[src/rtl/ysyx_23060208_pkg.sv]
// Shared types and constants for the ysyx_23060208 instruction fetch unit.
package ysyx_23060208_pkg;

    typedef enum logic [1:0] {
        FETCH_REQ   = 2'd0,
        FETCH_WAIT  = 2'd1,
        FETCH_DRAIN = 2'd2
    } fetch_state_e;

    localparam logic [31:0] RESET_PC_DEFAULT = 32'h8000_0000;
    localparam int unsigned INST_BYTES       = 4;

endpackage

[src/rtl/ysyx_23060208_ifu_fetch_if.sv]
// Fetch-unit bus bundle: redirect input, instruction memory request/response, and IDU handshake.
interface ysyx_23060208_ifu_fetch_if #(
    parameter int unsigned DATA_WIDTH = 32
);
    logic                    exu_nextpc_taken;
    logic [DATA_WIDTH-1:0]   exu_nextpc;
    logic                    imem_req_valid;
    logic                    imem_req_ready;
    logic [DATA_WIDTH-1:0]   imem_req_addr;
    logic                    imem_rsp_valid;
    logic [DATA_WIDTH-1:0]   imem_rsp_data;
    logic                    ifu_to_idu_valid;
    logic [2*DATA_WIDTH-1:0] ifu_to_idu_data_o;
    logic                    idu_to_ifu_ready;

    // The fetch unit itself.
    modport master (
        input  exu_nextpc, exu_nextpc_taken,
        output imem_req_valid, imem_req_addr,
        input  imem_req_ready, imem_rsp_valid, imem_rsp_data,
        output ifu_to_idu_valid, ifu_to_idu_data_o,
        input  idu_to_ifu_ready
    );

    // Everything around it: EXU, instruction memory and IDU.
    modport slave (
        output exu_nextpc, exu_nextpc_taken,
        input  imem_req_valid, imem_req_addr,
        output imem_req_ready, imem_rsp_valid, imem_rsp_data,
        input  ifu_to_idu_valid, ifu_to_idu_data_o,
        output idu_to_ifu_ready
    );
endinterface

[src/rtl/ysyx_23060208_fifo.sv]
// Synchronous FIFO with flush; pointers carry one extra wrap bit so full and empty are distinct.
module ysyx_23060208_fifo #(
    parameter int unsigned WIDTH = 64,
    parameter int unsigned DEPTH = 4
) (
    input  logic                     clk,
    input  logic                     rst_n,
    input  logic                     push_i,
    input  logic                     pop_i,
    input  logic                     flush_i,
    input  logic [WIDTH-1:0]         wdata_i,
    output logic [WIDTH-1:0]         rdata_o,
    output logic                     full_o,
    output logic                     empty_o,
    output logic [$clog2(DEPTH):0]   count_o
);
    localparam int unsigned AW = $clog2(DEPTH);

    logic [AW:0]      wr_ptr_q, rd_ptr_q;
    logic [WIDTH-1:0] mem_q [DEPTH];
    logic             do_push, do_pop;

    assign count_o = wr_ptr_q - rd_ptr_q;
    assign empty_o = (wr_ptr_q == rd_ptr_q);
    assign full_o  = (count_o == (AW+1)'(DEPTH));
    assign do_push = push_i && !full_o && !flush_i;
    assign do_pop  = pop_i && !empty_o && !flush_i;
    assign rdata_o = mem_q[rd_ptr_q[AW-1:0]];

    always_ff @(posedge clk or negedge rst_n) begin
        if (!rst_n) begin
            wr_ptr_q <= '0;
            rd_ptr_q <= '0;
        end else if (flush_i) begin
            wr_ptr_q <= '0;
            rd_ptr_q <= '0;
        end else begin
            if (do_push) wr_ptr_q <= wr_ptr_q + 1'b1;
            if (do_pop)  rd_ptr_q <= rd_ptr_q + 1'b1;
        end
    end

    // NOTE: storage has no reset; a slot is only observable after the write pointer has passed it.
    always_ff @(posedge clk) begin
        if (do_push) mem_q[wr_ptr_q[AW-1:0]] <= wdata_i;
    end

endmodule

[src/rtl/ysyx_23060208_ifu_fetch.sv]
// Instruction fetch unit: one outstanding memory request, redirect handling, and an instruction buffer.
module ysyx_23060208_ifu_fetch
    import ysyx_23060208_pkg::*;
#(
    parameter int unsigned           DATA_WIDTH = 32,
    parameter logic [DATA_WIDTH-1:0] RESET_PC   = DATA_WIDTH'(RESET_PC_DEFAULT),
    parameter int unsigned           FIFO_DEPTH = 4
) (
    input logic                       clk,
    input logic                       rst,
    ysyx_23060208_ifu_fetch_if.master bus
);
    localparam int unsigned CW = $clog2(FIFO_DEPTH) + 1;

    fetch_state_e            state_q;
    logic [DATA_WIDTH-1:0]   pc_q, inflight_pc_q;
    logic                    redirect, req_ok, req_hs;
    logic                    fifo_push, fifo_full, fifo_empty;
    logic [CW-1:0]           fifo_count;
    logic [2*DATA_WIDTH-1:0] fifo_rdata;

    assign redirect = bus.exu_nextpc_taken;
    // Space is reserved at issue time, so the response push in WAIT can never overflow.
    assign req_ok   = (state_q == FETCH_REQ) && (fifo_count < CW'(FIFO_DEPTH));
    assign req_hs   = req_ok && bus.imem_req_ready;

    // REQ is also the reset state, so the request is masked while reset is held.
    assign bus.imem_req_valid    = req_ok && rst;
    assign bus.imem_req_addr     = pc_q;
    assign bus.ifu_to_idu_valid  = !fifo_empty;
    assign bus.ifu_to_idu_data_o = fifo_empty ? '0 : fifo_rdata;

    assign fifo_push = (state_q == FETCH_WAIT) && bus.imem_rsp_valid && !redirect && !fifo_full;

    always_ff @(posedge clk or negedge rst) begin
        if (!rst) begin
            state_q       <= FETCH_REQ;
            pc_q          <= RESET_PC;
            inflight_pc_q <= '0;
        end else begin
            case (state_q)
                FETCH_REQ: begin
                    if (req_hs) begin
                        inflight_pc_q <= pc_q;
                        pc_q          <= pc_q + DATA_WIDTH'(INST_BYTES);
                        state_q       <= redirect ? FETCH_DRAIN : FETCH_WAIT;
                    end
                end
                FETCH_WAIT: begin
                    if (bus.imem_rsp_valid) state_q <= FETCH_REQ;
                    else if (redirect)      state_q <= FETCH_DRAIN;
                end
                FETCH_DRAIN: begin
                    if (bus.imem_rsp_valid) state_q <= FETCH_REQ;
                end
                default: state_q <= FETCH_REQ;
            endcase
            // NOTE: non-blocking assignments let this later write override the increment above.
            if (redirect) pc_q <= bus.exu_nextpc;
        end
    end

    ysyx_23060208_fifo #(
        .WIDTH (2*DATA_WIDTH),
        .DEPTH (FIFO_DEPTH)
    ) u_fifo (
        .clk     (clk),
        .rst_n   (rst),
        .push_i  (fifo_push),
        .pop_i   (bus.idu_to_ifu_ready),
        .flush_i (redirect),
        .wdata_i ({inflight_pc_q, bus.imem_rsp_data}),
        .rdata_o (fifo_rdata),
        .full_o  (fifo_full),
        .empty_o (fifo_empty),
        .count_o (fifo_count)
    );

endmodule

[src/flat_wrapper.sv]
// flat-port wrapper written by rule: the top's interface ports become plain ports
module ysyx_23060208_ifu_fetch_flat import ysyx_23060208_pkg::*;
#(
    parameter int unsigned           DATA_WIDTH = 32,
    parameter logic [DATA_WIDTH-1:0] RESET_PC   = DATA_WIDTH'(RESET_PC_DEFAULT),
    parameter int unsigned           FIFO_DEPTH = 4
)
  (clk, rst, bus_exu_nextpc, bus_exu_nextpc_taken, bus_imem_req_valid, bus_imem_req_addr, bus_imem_req_ready, bus_imem_rsp_valid, bus_imem_rsp_data, bus_ifu_to_idu_valid, bus_ifu_to_idu_data_o, bus_idu_to_ifu_ready);
  ysyx_23060208_ifu_fetch_if #(.DATA_WIDTH(DATA_WIDTH)) bus_i ();
  input logic clk;
  input logic rst;
  input wire logic [$bits(bus_i.exu_nextpc)-1:0] bus_exu_nextpc;
  input wire logic [$bits(bus_i.exu_nextpc_taken)-1:0] bus_exu_nextpc_taken;
  output wire logic [$bits(bus_i.imem_req_valid)-1:0] bus_imem_req_valid;
  output wire logic [$bits(bus_i.imem_req_addr)-1:0] bus_imem_req_addr;
  input wire logic [$bits(bus_i.imem_req_ready)-1:0] bus_imem_req_ready;
  input wire logic [$bits(bus_i.imem_rsp_valid)-1:0] bus_imem_rsp_valid;
  input wire logic [$bits(bus_i.imem_rsp_data)-1:0] bus_imem_rsp_data;
  output wire logic [$bits(bus_i.ifu_to_idu_valid)-1:0] bus_ifu_to_idu_valid;
  output wire logic [$bits(bus_i.ifu_to_idu_data_o)-1:0] bus_ifu_to_idu_data_o;
  input wire logic [$bits(bus_i.idu_to_ifu_ready)-1:0] bus_idu_to_ifu_ready;
  assign bus_i.exu_nextpc = bus_exu_nextpc;
  assign bus_i.exu_nextpc_taken = bus_exu_nextpc_taken;
  assign bus_imem_req_valid = bus_i.imem_req_valid;
  assign bus_imem_req_addr = bus_i.imem_req_addr;
  assign bus_i.imem_req_ready = bus_imem_req_ready;
  assign bus_i.imem_rsp_valid = bus_imem_rsp_valid;
  assign bus_i.imem_rsp_data = bus_imem_rsp_data;
  assign bus_ifu_to_idu_valid = bus_i.ifu_to_idu_valid;
  assign bus_ifu_to_idu_data_o = bus_i.ifu_to_idu_data_o;
  assign bus_i.idu_to_ifu_ready = bus_idu_to_ifu_ready;
  ysyx_23060208_ifu_fetch #(.DATA_WIDTH(DATA_WIDTH), .RESET_PC(RESET_PC), .FIFO_DEPTH(FIFO_DEPTH)) u_core (.clk(clk), .rst(rst), .bus(bus_i));
endmodule
[config.mk]
export PLATFORM = sky130hd
export DESIGN_NAME = ysyx_23060208_ifu_fetch_flat
export DESIGN_NICKNAME = d
export VERILOG_FILES = /design/src/rtl/ysyx_23060208_pkg.sv /design/src/rtl/ysyx_23060208_ifu_fetch_if.sv /design/src/rtl/ysyx_23060208_fifo.sv /design/src/rtl/ysyx_23060208_ifu_fetch.sv /design/src/flat_wrapper.sv
export SDC_FILE = /design/constraint.sdc
export NUM_CORES = 1
export LEC_CHECK = 0
export CORE_UTILIZATION = 36
export DETAILED_ROUTE_END_ITERATION = 12
export GPL_TIMING_DRIVEN = 0
export PLACE_DENSITY_LB_ADDON = 0.25
export SYNTH_ARGS = -nofsm -noshare
export SYNTH_HDL_FRONTEND = slang
export SYNTH_SLANG_ARGS = --single-unit
[constraint.sdc]
create_clock -name clk -period 7.5 [get_ports clk]
set_input_delay 1.5 -clock clk [delete_from_list [all_inputs] [get_ports clk]]
set_output_delay 1.5 -clock clk [all_outputs]
set_load 0.005 [all_outputs]
==> metrics.md, run 1 <==
| Metric | Value |
|---|---|
| Die Footprint | `38000 sq um` |
| Sequential cell area fraction in the yosys report | `70.8%` |
| WL met2 | `14.6 mm` |
| Synth Net Count | `885` |
| Net switching power of the design | `0.00115 W` |
| Hold Crit Endpoint | `u_core.inflight_pc_q[1]` |
| Power density over cell area | `273 nW/um^2` |
| Upper clock frequency limit | `0.165 GHz` |
| Clk_lat worst skew | `0.50 ns` |
| Vertical die dimension | `195 um` |
| RSZ-0062 raised after global routing | `no` |
| Global-route wire length before repair | `47.6 mm` |
| Critical Path Source Type | `flip-flop` |
| Setup repair bufs after CTS | `0` |
| Routed length per placed instance | `20.5 um` |
| Final Hold Viols | `0` |
| Port buffer count | `167` |
| Worst Setup Path Type | `reg -> out` |
| Clock share of power | `35.2%` |
| Crit path max fanout | `10` |
| Vias/cell | `5.05` |
| Synth cell types | `50` |
| Worst Setup Slack, final | `1.42 ns` |
| Hold buffer count at cts | `0` |
| Number of synthesis warnings | `0` |
| Number of detailed-routing iterations run before antenna repair | `4` |
| Maximum number of pins on one net before global-route repair | `64` |
| Max-slew headroom | `40.5%` |
| Total standard cell area after synthesis | `13400 sq um` |
| Initial core utilization | `36.6%` |
| LEAKAGE | `5.70 nW` |
| Post-place setup slack | `1.72 ns` |
| Ratio of cells with drive above 1 in the final layout | `14.3%` |
| Root Buffer | `sky130_fd_sc_hd__clkbuf_16` |
| Clock period minus final worst setup slack | `6.08 ns` |
| Clock skew | `0.0131 ns` |
| Number of synthesized flops with an enable pin | `256` |
| Number of global-route vias before repair | `7917` |
| Setup violation total in the final timing report | `0` |
| Design area | `16900 sq um` |
| Final wirelength | `31.0 mm` |
| Transition time at the pin with the least slew margin | `0.887 ns` |
| Arrival time at the worst endpoint | `4.58 ns` |
| Startpoint of the worst register-to-register path | `u_core.u_fifo.rd_ptr_q[1]` |
| Depth of the CTS H-tree | `2` |
| Post-Syn Area per Cell | `16.6 sq um` |
| Sink Count | `328` |
| Routed vias | `7628` |
| Reg-to-reg slack, setup | `3.37 ns` |
| Max layer used | `met4` |
| Number of placed I/O pins | `168` |
| Met1 wire length | `14.2 mm` |
| Longest Clk Path Bufs | `3` |
| Post-route ant nets | `0` |
| Row count | `70` |
| Final GP Congestion | `0.797` |
| Layout overhead on the synthesized area | `25.9%` |
| R2R cell count | `10` |
| Instance count along the most critical hold path | `2` |
| Met3 Wirelength | `1.66 mm` |
| Part of the total power dissipated in combinational logic | `14.1%` |
| Async set-reset flop share out of synthesis | `22.0%` |
| Initial antenna violation count | `0` |
| Class of the tightest hold or removal check | `reg -> reg` |
| Register bit total from synthesis | `328` |
| Post-place instance area | `15800 sq um` |
| Count of mapped cells out of synthesis | `807` |
| Endpoint of the worst register-to-register path | `u_core.state_q[0]` |
| Iteration-0 DRC count of the detailed router | `478` |
| Max-cap viol count | `0` |
| Switch share | `25.0%` |
| Internal Pwr Total | `0.00345 W` |
| Fin Hold WS | `0.509 ns` |
| Number of max-slew violations in the final report | `0` |
| DIE WIDTH | `195 um` |
| Number of inserted diodes | `0` |
| Post-DP HPWL | `20.2 mm` |
| Sum Neg Setup Slack | `0 ns` |
| Final period util | `81.0%` |
| Hold Path Origin | `u_core.bus.imem_req_addr[1]` |
| TritonCTS clock tree | `yes` |
| Fin util | `46.1%` |
| Core Region | `36600 sq um` |
| Dominant synthesized flop cell | `sky130_fd_sc_hd__edfxtp_1` |
| DRC violation count after routing | `0` |
| Data required time of the critical path | `6.00 ns` |
| Fraction of power consumed by sequential logic | `50.6%` |
| Total global routing overflow | `0` |
| CTS buffer count | `37` |
| PostCTS Resize Cnt | `0` |
| Clock transition time at the flip-flop clock pins of the worst setup and hold paths | `0.06 ns` |
| Kind of capture point of the worst setup path | `output port` |
| GRT Overall Usage | `16.6%` |
| Maximum resistive drop on vdd | `0.000126 V` |
| Status | `finished, final reports clean` |
| Nets | `1096` |
[layer usage]
layer	GRT usage [%]	vias to the layer above
met3	3.42	40
met1	22.9	3895
met4	3.65	0
li1	-	3487
met2	27.0	206
met5	0	-
[cell type report]
type,instances,area [sq um]
Multi-Input combinational cell,427,3680
Inverter,9,33.8
Timing Repair Buffer,172,1810
Clock buffer,45,956
Buffer,43,205
Clock inverter,19,118
Fill cell,3231,19700
Tap cell,468,586
Sequential cell,328,9490
[worst max-delay path, stage by stage, from the launching register on]
cell,delay [ns]
sky130_fd_sc_hd__dfrtp_1,0.44
sky130_fd_sc_hd__clkbuf_1,0.55
sky130_fd_sc_hd__buf_1,0.54
sky130_fd_sc_hd__inv_1,0.10
sky130_fd_sc_hd__ha_1,0.32
sky130_fd_sc_hd__nand3_1,0.37
sky130_fd_sc_hd__clkbuf_1,0.48
sky130_fd_sc_hd__clkbuf_1,0.48
sky130_fd_sc_hd__and2_1,0.27
sky130_fd_sc_hd__clkdlybuf4s50_1,0.52
[worst max-delay path by stage]
stage	from	cells after the start	slack, ns	endpoint
after floorplan	bus_exu_nextpc_taken	3	3.46	u_core.u_fifo.mem_q[3][0]
after global placement	rst	4	0.37	bus_imem_req_valid
after detailed placement	u_core.u_fifo.rd_ptr_q[1]	9	1.72	bus_ifu_to_idu_data_o[44]
after CTS	u_core.u_fifo.rd_ptr_q[1]	9	1.16	bus_ifu_to_idu_data_o[44]
after global routing	u_core.u_fifo.rd_ptr_q[1]	9	0.96	bus_ifu_to_idu_data_o[44]
final	u_core.u_fifo.rd_ptr_q[1]	9	1.42	bus_ifu_to_idu_data_o[44]
[sequential cells by signal, indices dropped and copies added (netlist names)]
register / cells
u_core.u_fifo.rd_ptr_q: 3
u_core.bus.imem_req_addr: 32
u_core.state_q: 2
u_core.inflight_pc_q: 32
u_core.u_fifo.wr_ptr_q: 3
u_core.u_fifo.mem_q: 256
[layout by cell type (no fill, tap or decap), drive strengths merged, types with 2 or more instances in the layout]
master / synthesis / final
a2111oi: 6 / 6
a211oi: 4 / 4
a21oi: 4 / 4
and2: 71 / 71
and3: 2 / 2
and4: 2 / 2
buf: 13 / 19
clkbuf: 28 / 73
clkdlybuf4s50: 0 / 166
clkinv: 0 / 15
clkinvlp: 0 / 3
dfrtp: 71 / 71
dlygate4sd3: 2 / 2
edfxtp: 256 / 256
ha: 8 / 8
inv: 9 / 9
mux2: 5 / 5
mux2i: 3 / 3
mux4: 64 / 64
nand2: 121 / 121
nand3: 11 / 11
nand4: 8 / 8
nor2: 11 / 11
nor2b: 3 / 3
nor3: 5 / 5
o2111ai: 12 / 12
o211ai: 5 / 5
o21a: 2 / 2
o21ai: 35 / 35
or4: 2 / 2
xnor2: 17 / 17
xor2: 15 / 15
[Yosys cell counts (2+ instances only)]
cell | number | area, sq um
sky130_fd_sc_hd__o21ai_1 | 8 | 40.0
sky130_fd_sc_hd__o2111ai_1 | 12 | 105
sky130_fd_sc_hd__nand3_1 | 9 | 45.0
sky130_fd_sc_hd__nor3_1 | 4 | 20.0
sky130_fd_sc_hd__a21oi_1 | 4 | 20.0
sky130_fd_sc_hd__nor2_1 | 11 | 41.3
sky130_fd_sc_hd__ha_1 | 8 | 100
sky130_fd_sc_hd__nand4_1 | 8 | 50.1
sky130_fd_sc_hd__a2111oi_4 | 2 | 55.1
sky130_fd_sc_hd__xnor2_1 | 16 | 140
sky130_fd_sc_hd__and3_1 | 2 | 12.5
sky130_fd_sc_hd__clkbuf_1 | 28 | 105
sky130_fd_sc_hd__o211ai_1 | 5 | 37.5
sky130_fd_sc_hd__o21ai_0 | 27 | 135
sky130_fd_sc_hd__buf_1 | 3 | 11.3
sky130_fd_sc_hd__dlygate4sd3_1 | 2 | 20.0
sky130_fd_sc_hd__a211oi_1 | 4 | 30.0
sky130_fd_sc_hd__nand2_1 | 121 | 454
sky130_fd_sc_hd__xor2_1 | 15 | 131
sky130_fd_sc_hd__buf_6 | 3 | 33.8
sky130_fd_sc_hd__and4_1 | 2 | 17.5
sky130_fd_sc_hd__mux2i_1 | 3 | 30.0
sky130_fd_sc_hd__dfrtp_1 | 71 | 1780
sky130_fd_sc_hd__edfxtp_1 | 256 | 7690
sky130_fd_sc_hd__mux2_2 | 5 | 56.3
sky130_fd_sc_hd__and2_1 | 71 | 444
sky130_fd_sc_hd__mux4_2 | 64 | 1440
sky130_fd_sc_hd__inv_1 | 9 | 33.8
sky130_fd_sc_hd__nor2b_1 | 3 | 18.8
sky130_fd_sc_hd__buf_2 | 7 | 35.0
sky130_fd_sc_hd__a2111oi_2 | 4 | 60.1
sky130_fd_sc_hd__o21a_1 | 2 | 15.0
[through the flow]
step                      instances  power [W]
final                          1511    0.00460
after floorplan                 807    0.00265
after global placement         1442    0.00301
after global routing           1511    0.00481
after CTS                      1511    0.00466
after detailed placement       1447    0.00303
[power groups by stage]
stage	logic, W	registers (W)	clock network [W]
global route	0.000722	0.00235	0.00173
CTS	0.000668	0.00233	0.00166
global placement	0.000655	0.00236	0
finish	0.000651	0.00233	0.00162
floorplan	0.000339	0.00231	0
detailed placement	0.000664	0.00237	0
[cells by family after synthesis]
family	synth area share [%]
DFF	70.8
and+or+nand+nor	9.21
AOI/OAI and AO/OA	3.88
muxes	11.4
buffers and inverters	1.78
xor gates and xnor gates	2.15
adders and majority gates	0.747
Power figures use the tool's default switching activity.
==> inputs of run 2 (changes only) <==
==> constraint.sdc (replaced) <==
create_clock -name clk -period 5.4 [get_ports clk]
set_input_delay 1.08 -clock clk [delete_from_list [all_inputs] [get_ports clk]]
set_output_delay 1.08 -clock clk [all_outputs]
set_load 0.005 [all_outputs]
==> run 2 against run 1 <==
Against the previous run:
- global-route usage about the same
- via count about the same
- final area about the same
- critical path depth decreased by 1
- power increased by 39%
- core utilization about the same
- non-clock buffer count decreased by 1
- register-to-register slack got worse by 1.5 ns
- critical path type unchanged
==> metrics.md, run 2 (synthesis gave the netlist of run 1 again) <==
| Metric | Value |
|---|---|
| Final Hold Viols | `0` |
| Part of the total power dissipated in combinational logic | `14.1%` |
| Most common cell after layout, fill and taps aside | `sky130_fd_sc_hd__edfxtp_1` |
| Post-place setup slack | `0.0353 ns` |
| Final wirelength | `31.0 mm` |
| Max-slew headroom | `40.3%` |
| Class of the tightest hold or removal check | `in -> async` |
| Number of max-slew violations in the final report | `0` |
| Vias/cell | `5.05` |
| Routed length per placed instance | `20.5 um` |
| Iteration-0 DRC count of the detailed router | `494` |
| Switch share | `25.0%` |
| Global-route wire length before repair | `47.6 mm` |
| Internal Pwr Total | `0.00479 W` |
| Post-placement cell count | `1447` |
| Row count | `70` |
| Sum Neg Setup Slack | `0 ns` |
| Critical Path Source Type | `flip-flop` |
| Total global routing overflow | `0` |
| Nets | `1095` |
| Maximum number of pins on one net before global-route repair | `64` |
| Root Buffer | `sky130_fd_sc_hd__clkbuf_16` |
| Data required time of the critical path | `4.32 ns` |
| Flip-flop count of the largest register, all copies and words added | `256` |
| Final period util | `91.8%` |
| Kind of capture point of the worst setup path | `output port` |
| Setup repair bufs after CTS | `0` |
| Hold buffer count at cts | `0` |
| Worst Setup Path Type | `reg -> out` |
| Clock transition time at the flip-flop clock pins of the worst setup and hold paths | `0.06 ns` |
| Initial core utilization | `36.6%` |
| Net switching power of the design | `0.00160 W` |
| Post-route ant nets | `0` |
| DRC violation count after routing | `0` |
| Ratio of cells with drive above 1 in the final layout | `14.5%` |
| Number of placed I/O pins | `168` |
| Depth of the CTS H-tree | `2` |
| Post-route insts no fill | `1510` |
| CTS buffer count | `37` |
| Clock share of power | `35.2%` |
| Highest-count cells in the layout ignoring fill and taps | `256 x sky130_fd_sc_hd__edfxtp_1, 166 x sky130_fd_sc_hd__clkdlybuf4s50_1, 121 x sky130_fd_sc_hd__nand2_1` |
| Initial antenna violation count | `0` |
| Status | `finished, final reports clean` |
| Longest Clk Path Bufs | `3` |
| Max-cap viol count | `0` |
| LEAKAGE | `5.70 nW` |
| Number of detailed-routing iterations run before antenna repair | `5` |
| Upper clock frequency limit | `0.202 GHz` |
| Power density over cell area | `379 nW/um^2` |
| Clock skew | `0.0139 ns` |
| Vertical die dimension | `195 um` |
| R2R cell count | `9` |
| DIE WIDTH | `195 um` |
| Setup violation total in the final timing report | `0` |
| GRT Overall Usage | `16.5%` |
| Layout overhead on the synthesized area | `25.9%` |
| Fraction of power consumed by sequential logic | `50.6%` |
| TritonCTS clock tree | `yes` |
| Number of inserted diodes | `0` |
| Port buffer count | `167` |
| Post-DP HPWL | `20.2 mm` |
| Final GP Congestion | `0.797` |
| Clock period minus final worst setup slack | `4.96 ns` |
| Clk_lat worst skew | `0.50 ns` |
| Die Footprint | `38000 sq um` |
| Arrival time at the worst endpoint | `3.88 ns` |
| Tot Pwr | `0.00639 W` |
| Maximum resistive drop on vdd | `0.000175 V` |
| RSZ-0062 raised after global routing | `no` |
| Number of global-route vias before repair | `7918` |
| Sink Count | `328` |
| Worst Setup Slack, final | `0.444 ns` |
| Core Region | `36600 sq um` |
| Crit path max fanout | `19` |
| Transition time at the pin with the least slew margin | `0.890 ns` |
| Routed vias | `7622` |
==> run 2: cell types whose count changed in the layout (fill, tap and decap cells not counted) <==
cell | before | now
sky130_fd_sc_hd__buf_2 | 7 | 8
sky130_fd_sc_hd__buf_1 | 3 | 2
sky130_fd_sc_hd__clkbuf_2 | 0 | 1
sky130_fd_sc_hd__clkbuf_1 | 36 | 34
==> run 2: power by group through the flow <==
stage	sequential, W	combinational, W	clock [W]
after detailed placement	0.00329	0.000922	0
after global routing	0.00326	0.00100	0.00241
final	0.00323	0.000904	0.00225
after floorplan	0.00321	0.000471	0
after global placement	0.00328	0.000910	0
after CTS	0.00324	0.000928	0.00231
==> run 2: per-layer routing <==
metal	share of wire [%]	vias up	global-route usage, %
met5	0	-	0
met4	1.6	0	3.65
met3	5.4	41	3.42
met2	47	227	27.0
met1	46	3866	22.8
li1	-	3488	-
==> run 2: worst max-delay path, stage by stage, from the launching register on <==
cell and delay [ns]:
sky130_fd_sc_hd__dfrtp_1 0.44, sky130_fd_sc_hd__buf_2 0.47, sky130_fd_sc_hd__inv_1 0.10, sky130_fd_sc_hd__ha_1 0.32
sky130_fd_sc_hd__nand3_1 0.38, sky130_fd_sc_hd__clkbuf_1 0.48, sky130_fd_sc_hd__clkbuf_1 0.40, sky130_fd_sc_hd__and2_1 0.25
sky130_fd_sc_hd__clkdlybuf4s50_1 0.53
==> run 2: area by class of cell <==
| type | instances | area [sq um] |
|---|---|---|
| Sequential cell | 328 | 9490 |
| Clock buffer | 45 | 956 |
| Timing Repair Buffer | 172 | 1810 |
| Multi-Input combinational cell | 427 | 3680 |
| Tap cell | 468 | 586 |
| Clock inverter | 19 | 118 |
| Buffer | 42 | 204 |
| Inverter | 9 | 33.8 |
| Fill cell | 3228 | 19700 |
==> run 2: metrics by stage <==
step | instance area [sq um] | hold WS [ns] | util [%]
after global routing | 16900 | 0.413 | 46.1
after floorplan | 13400 | 0.471 | -
after detailed placement | 15800 | 0.502 | 43.2
after global placement | 15700 | 0.496 | 42.8
after CTS | 16900 | 0.404 | 46.1
final | 16900 | 0.422 | 46.1
==> run 2: path summary, 6_finish.rpt <==
check / start / endpoint / slack, ns
min in group clk: u_core.bus.imem_req_addr[1] / u_core.inflight_pc_q[1] / 0.51
setup reg to reg: u_core.u_fifo.rd_ptr_q[1] / u_core.state_q[0] / 1.89
setup / recovery: u_core.u_fifo.rd_ptr_q[1] / bus_ifu_to_idu_data_o[42] / 0.44
hold / removal: rst / u_core.inflight_pc_q[10] / 0.42
max in group asynchronous: rst / u_core.bus.imem_req_addr[31] / 4.36
hold reg to reg: u_core.bus.imem_req_addr[1] / u_core.inflight_pc_q[1] / 0.51
==> run 2: what timing repair did <==
action	4_1_cts	5_1_grt
endpoints found under the setup margin	20	3
endpoints found under the hold margin	0	0
pin swaps	0	0
cloned	0	0
resized for setup	1	3
==> inputs of run 3 (changes only) <==
--- a/config.mk
+++ b/config.mk
@@ -5,6 +5,7 @@
 export SDC_FILE = /design/constraint.sdc
 export NUM_CORES = 1
 export LEC_CHECK = 0
+export CORE_MARGIN = 2
 export CORE_UTILIZATION = 36
 export DETAILED_ROUTE_END_ITERATION = 12
 export GPL_TIMING_DRIVEN = 0
==> run 3 against run 2 <==
Against the previous run:
- combinational power grew 0.4%
- die area is 2.1% higher
- worst hold slack better by 0.0074 ns
- sequential power about the same
- largest cell class unchanged
- highest routed layer unchanged
==> metrics.md, run 3 (synthesis gave the netlist of run 1 again) <==
| Metric | Value |
|---|---|
| Buffering stage count on the worst path with inverters included | `5` |
| Critical Path Source Type | `flip-flop` |
| Net switching power of the design | `0.00162 W` |
| Clock transition time at the flip-flop clock pins of the worst setup and hold paths | `0.06 ns` |
| Crit path max-delay cell type | `sky130_fd_sc_hd__clkdlybuf4s50_1` |
| Clock period minus final worst setup slack | `5.01 ns` |
| Highest-count cells in the layout ignoring fill and taps | `256 x sky130_fd_sc_hd__edfxtp_1, 166 x sky130_fd_sc_hd__clkdlybuf4s50_1, 121 x sky130_fd_sc_hd__nand2_1` |
| Post-route ant nets | `0` |
| DIE WIDTH | `197 um` |
| Fraction of power consumed by sequential logic | `49.3%` |
| Post-place setup slack | `-0.124 ns` |
| Upper clock frequency limit | `0.200 GHz` |
| Final wirelength | `30.9 mm` |
| Post-place instance area | `15800 sq um` |
| Layout overhead on the synthesized area | `26.8%` |
| Depth of the CTS H-tree | `2` |
| Status | `finished, final reports clean` |
| Most common cell after layout, fill and taps aside | `sky130_fd_sc_hd__edfxtp_1` |
| WL met2 | `14.7 mm` |
| Worst Setup Slack, final | `0.393 ns` |
| Internal Pwr Total | `0.00494 W` |
| Design area | `17000 sq um` |
| Power density over cell area | `386 nW/um^2` |
| Maximum number of pins on one net before global-route repair | `57` |
| Row count | `70` |
| Crit path max-delay family | `buffers and inverters` |
| Post-DP HPWL | `20.5 mm` |
| Nets | `1096` |
| Die Footprint | `38800 sq um` |
| CTS buffer count | `38` |
| Setup violation total in the final timing report | `0` |
| Number of placed I/O pins | `168` |
| Crit path max fanout | `19` |
| Switch share | `24.7%` |
| Kind of capture point of the worst setup path | `output port` |
| Vias/cell | `5.05` |
| DRC violation count after routing | `0` |
| LEAKAGE | `5.78 nW` |
| Number of inserted diodes | `0` |
| Final GP Congestion | `0.804` |
| Port buffer count | `167` |
| Final period util | `92.7%` |
| Data required time of the critical path | `4.32 ns` |
| Root Buffer | `sky130_fd_sc_hd__clkbuf_16` |
| Clock share of power | `36.9%` |
| Max-cap viol count | `0` |
| Initial antenna violation count | `0` |
| Met1 wire length | `14.0 mm` |
| Ratio of cells with drive above 1 in the final layout | `15.2%` |
| Fin util | `46.4%` |
| Worst Setup Path Type | `reg -> out` |
| Core Region | `36600 sq um` |
| Vertical die dimension | `197 um` |
| Final Hold Viols | `0` |
| GRT Overall Usage | `16.2%` |
| Number of max-slew violations in the final report | `0` |
| Number of detailed-routing iterations run before antenna repair | `5` |
| Sum Neg Setup Slack | `0 ns` |
| Iteration-0 DRC count of the detailed router | `441` |
| Clock skew | `0.0186 ns` |
| Maximum resistive drop on vdd | `0.000222 V` |
| Initial core utilization | `36.6%` |
| Flip-flop count of the largest register, all copies and words added | `256` |
| Global-route wire length before repair | `47.6 mm` |
| TritonCTS clock tree | `yes` |
| Max-slew headroom | `38.0%` |
| Routed vias | `7654` |
| Longest Clk Path Bufs | `3` |
| Clk_lat worst skew | `0.52 ns` |
| RSZ-0062 raised after global routing | `no` |
| Max layer used | `met4` |
| Sink Count | `328` |
| Class of the tightest hold or removal check | `in -> async` |
| Critical path's largest stage delay | `0.51 ns` |
| Met3 Wirelength | `1.58 mm` |
| Total global routing overflow | `0` |
| Transition time at the pin with the least slew margin | `0.924 ns` |
| CP cell instances | `buf_2, inv_1, ha_1, nand3_1, clkbuf_1, clkbuf_1, and2_1, clkdlybuf4s50_1` |
| Routed length per placed instance | `20.4 um` |
| Part of the total power dissipated in combinational logic | `13.8%` |
| Number of global-route vias before repair | `8060` |
| Most used cell along the critical path | `sky130_fd_sc_hd__clkbuf_1` |
| Hold buffer count at cts | `0` |
| Arrival time at the worst endpoint | `3.93 ns` |
[run 3: power by group through the flow]
stage          registers (W)  logic, W  clock network [W]
2_1_floorplan        0.00321  0.000471                  0
3_3_place_gp         0.00328  0.000912                  0
3_5_place_dp         0.00329  0.000925                  0
4_1_cts              0.00324  0.000930            0.00248
5_1_grt              0.00327   0.00101            0.00258
6_report             0.00324  0.000908            0.00242
[run 3: timing repair]
item / 4_1_cts / 5_1_grt
endpoints found under the setup margin: 23 / 3
cloned: 0 / 0
buffers inserted: 0 / 0
resized for setup: 2 / 1
[run 3: final cells by class]
class	instances	area (sq um)
plain buffers	42	204
clock buffers	55	1090
clock inverters	15	105
fillers	3235	19600
inverters	9	33.8
multi-input cells	427	3680
flip-flops and latches	328	9490
well taps	468	586
repair buffers	172	1810
[run 3: final timing paths]
| check | start | end | slack [ns] | cells after the start |
|---|---|---|---|---|
| worst max-delay path | u_core.u_fifo.rd_ptr_q[1] | bus_ifu_to_idu_data_o[41] | 0.39 | 8 |
| worst min-delay path | rst | u_core.bus.imem_req_addr[11] | 0.43 | 1 |
| worst max register to register | u_core.u_fifo.rd_ptr_q[1] | u_core.inflight_pc_q[27] | 1.74 | 9 |
| worst min register to register | u_core.inflight_pc_q[3] | u_core.u_fifo.mem_q[1][35] | 0.52 | 0 |
| max in group asynchronous | rst | u_core.bus.imem_req_addr[31] | 4.34 | 2 |
| min in group clk | u_core.inflight_pc_q[3] | u_core.u_fifo.mem_q[1][35] | 0.52 | 0 |
[run 3: through the flow]
step / std cells / total power [W] / hold slack [ns]
finish: 1516 / 0.00657 / 0.430
global route: 1516 / 0.00686 / 0.439
CTS: 1516 / 0.00665 / 0.423
detailed placement: 1447 / 0.00421 / 0.503
global placement: 1442 / 0.00419 / 0.499
floorplan: 807 / 0.00368 / 0.471
[run 3: metal layers]
metal / vias to the layer above / track usage, %
met4: 0 / 4.71
met1: 3901 / 22.7
li1: 3479 / -
met5: - / 0
met2: 226 / 26.1
met3: 48 / 3.05
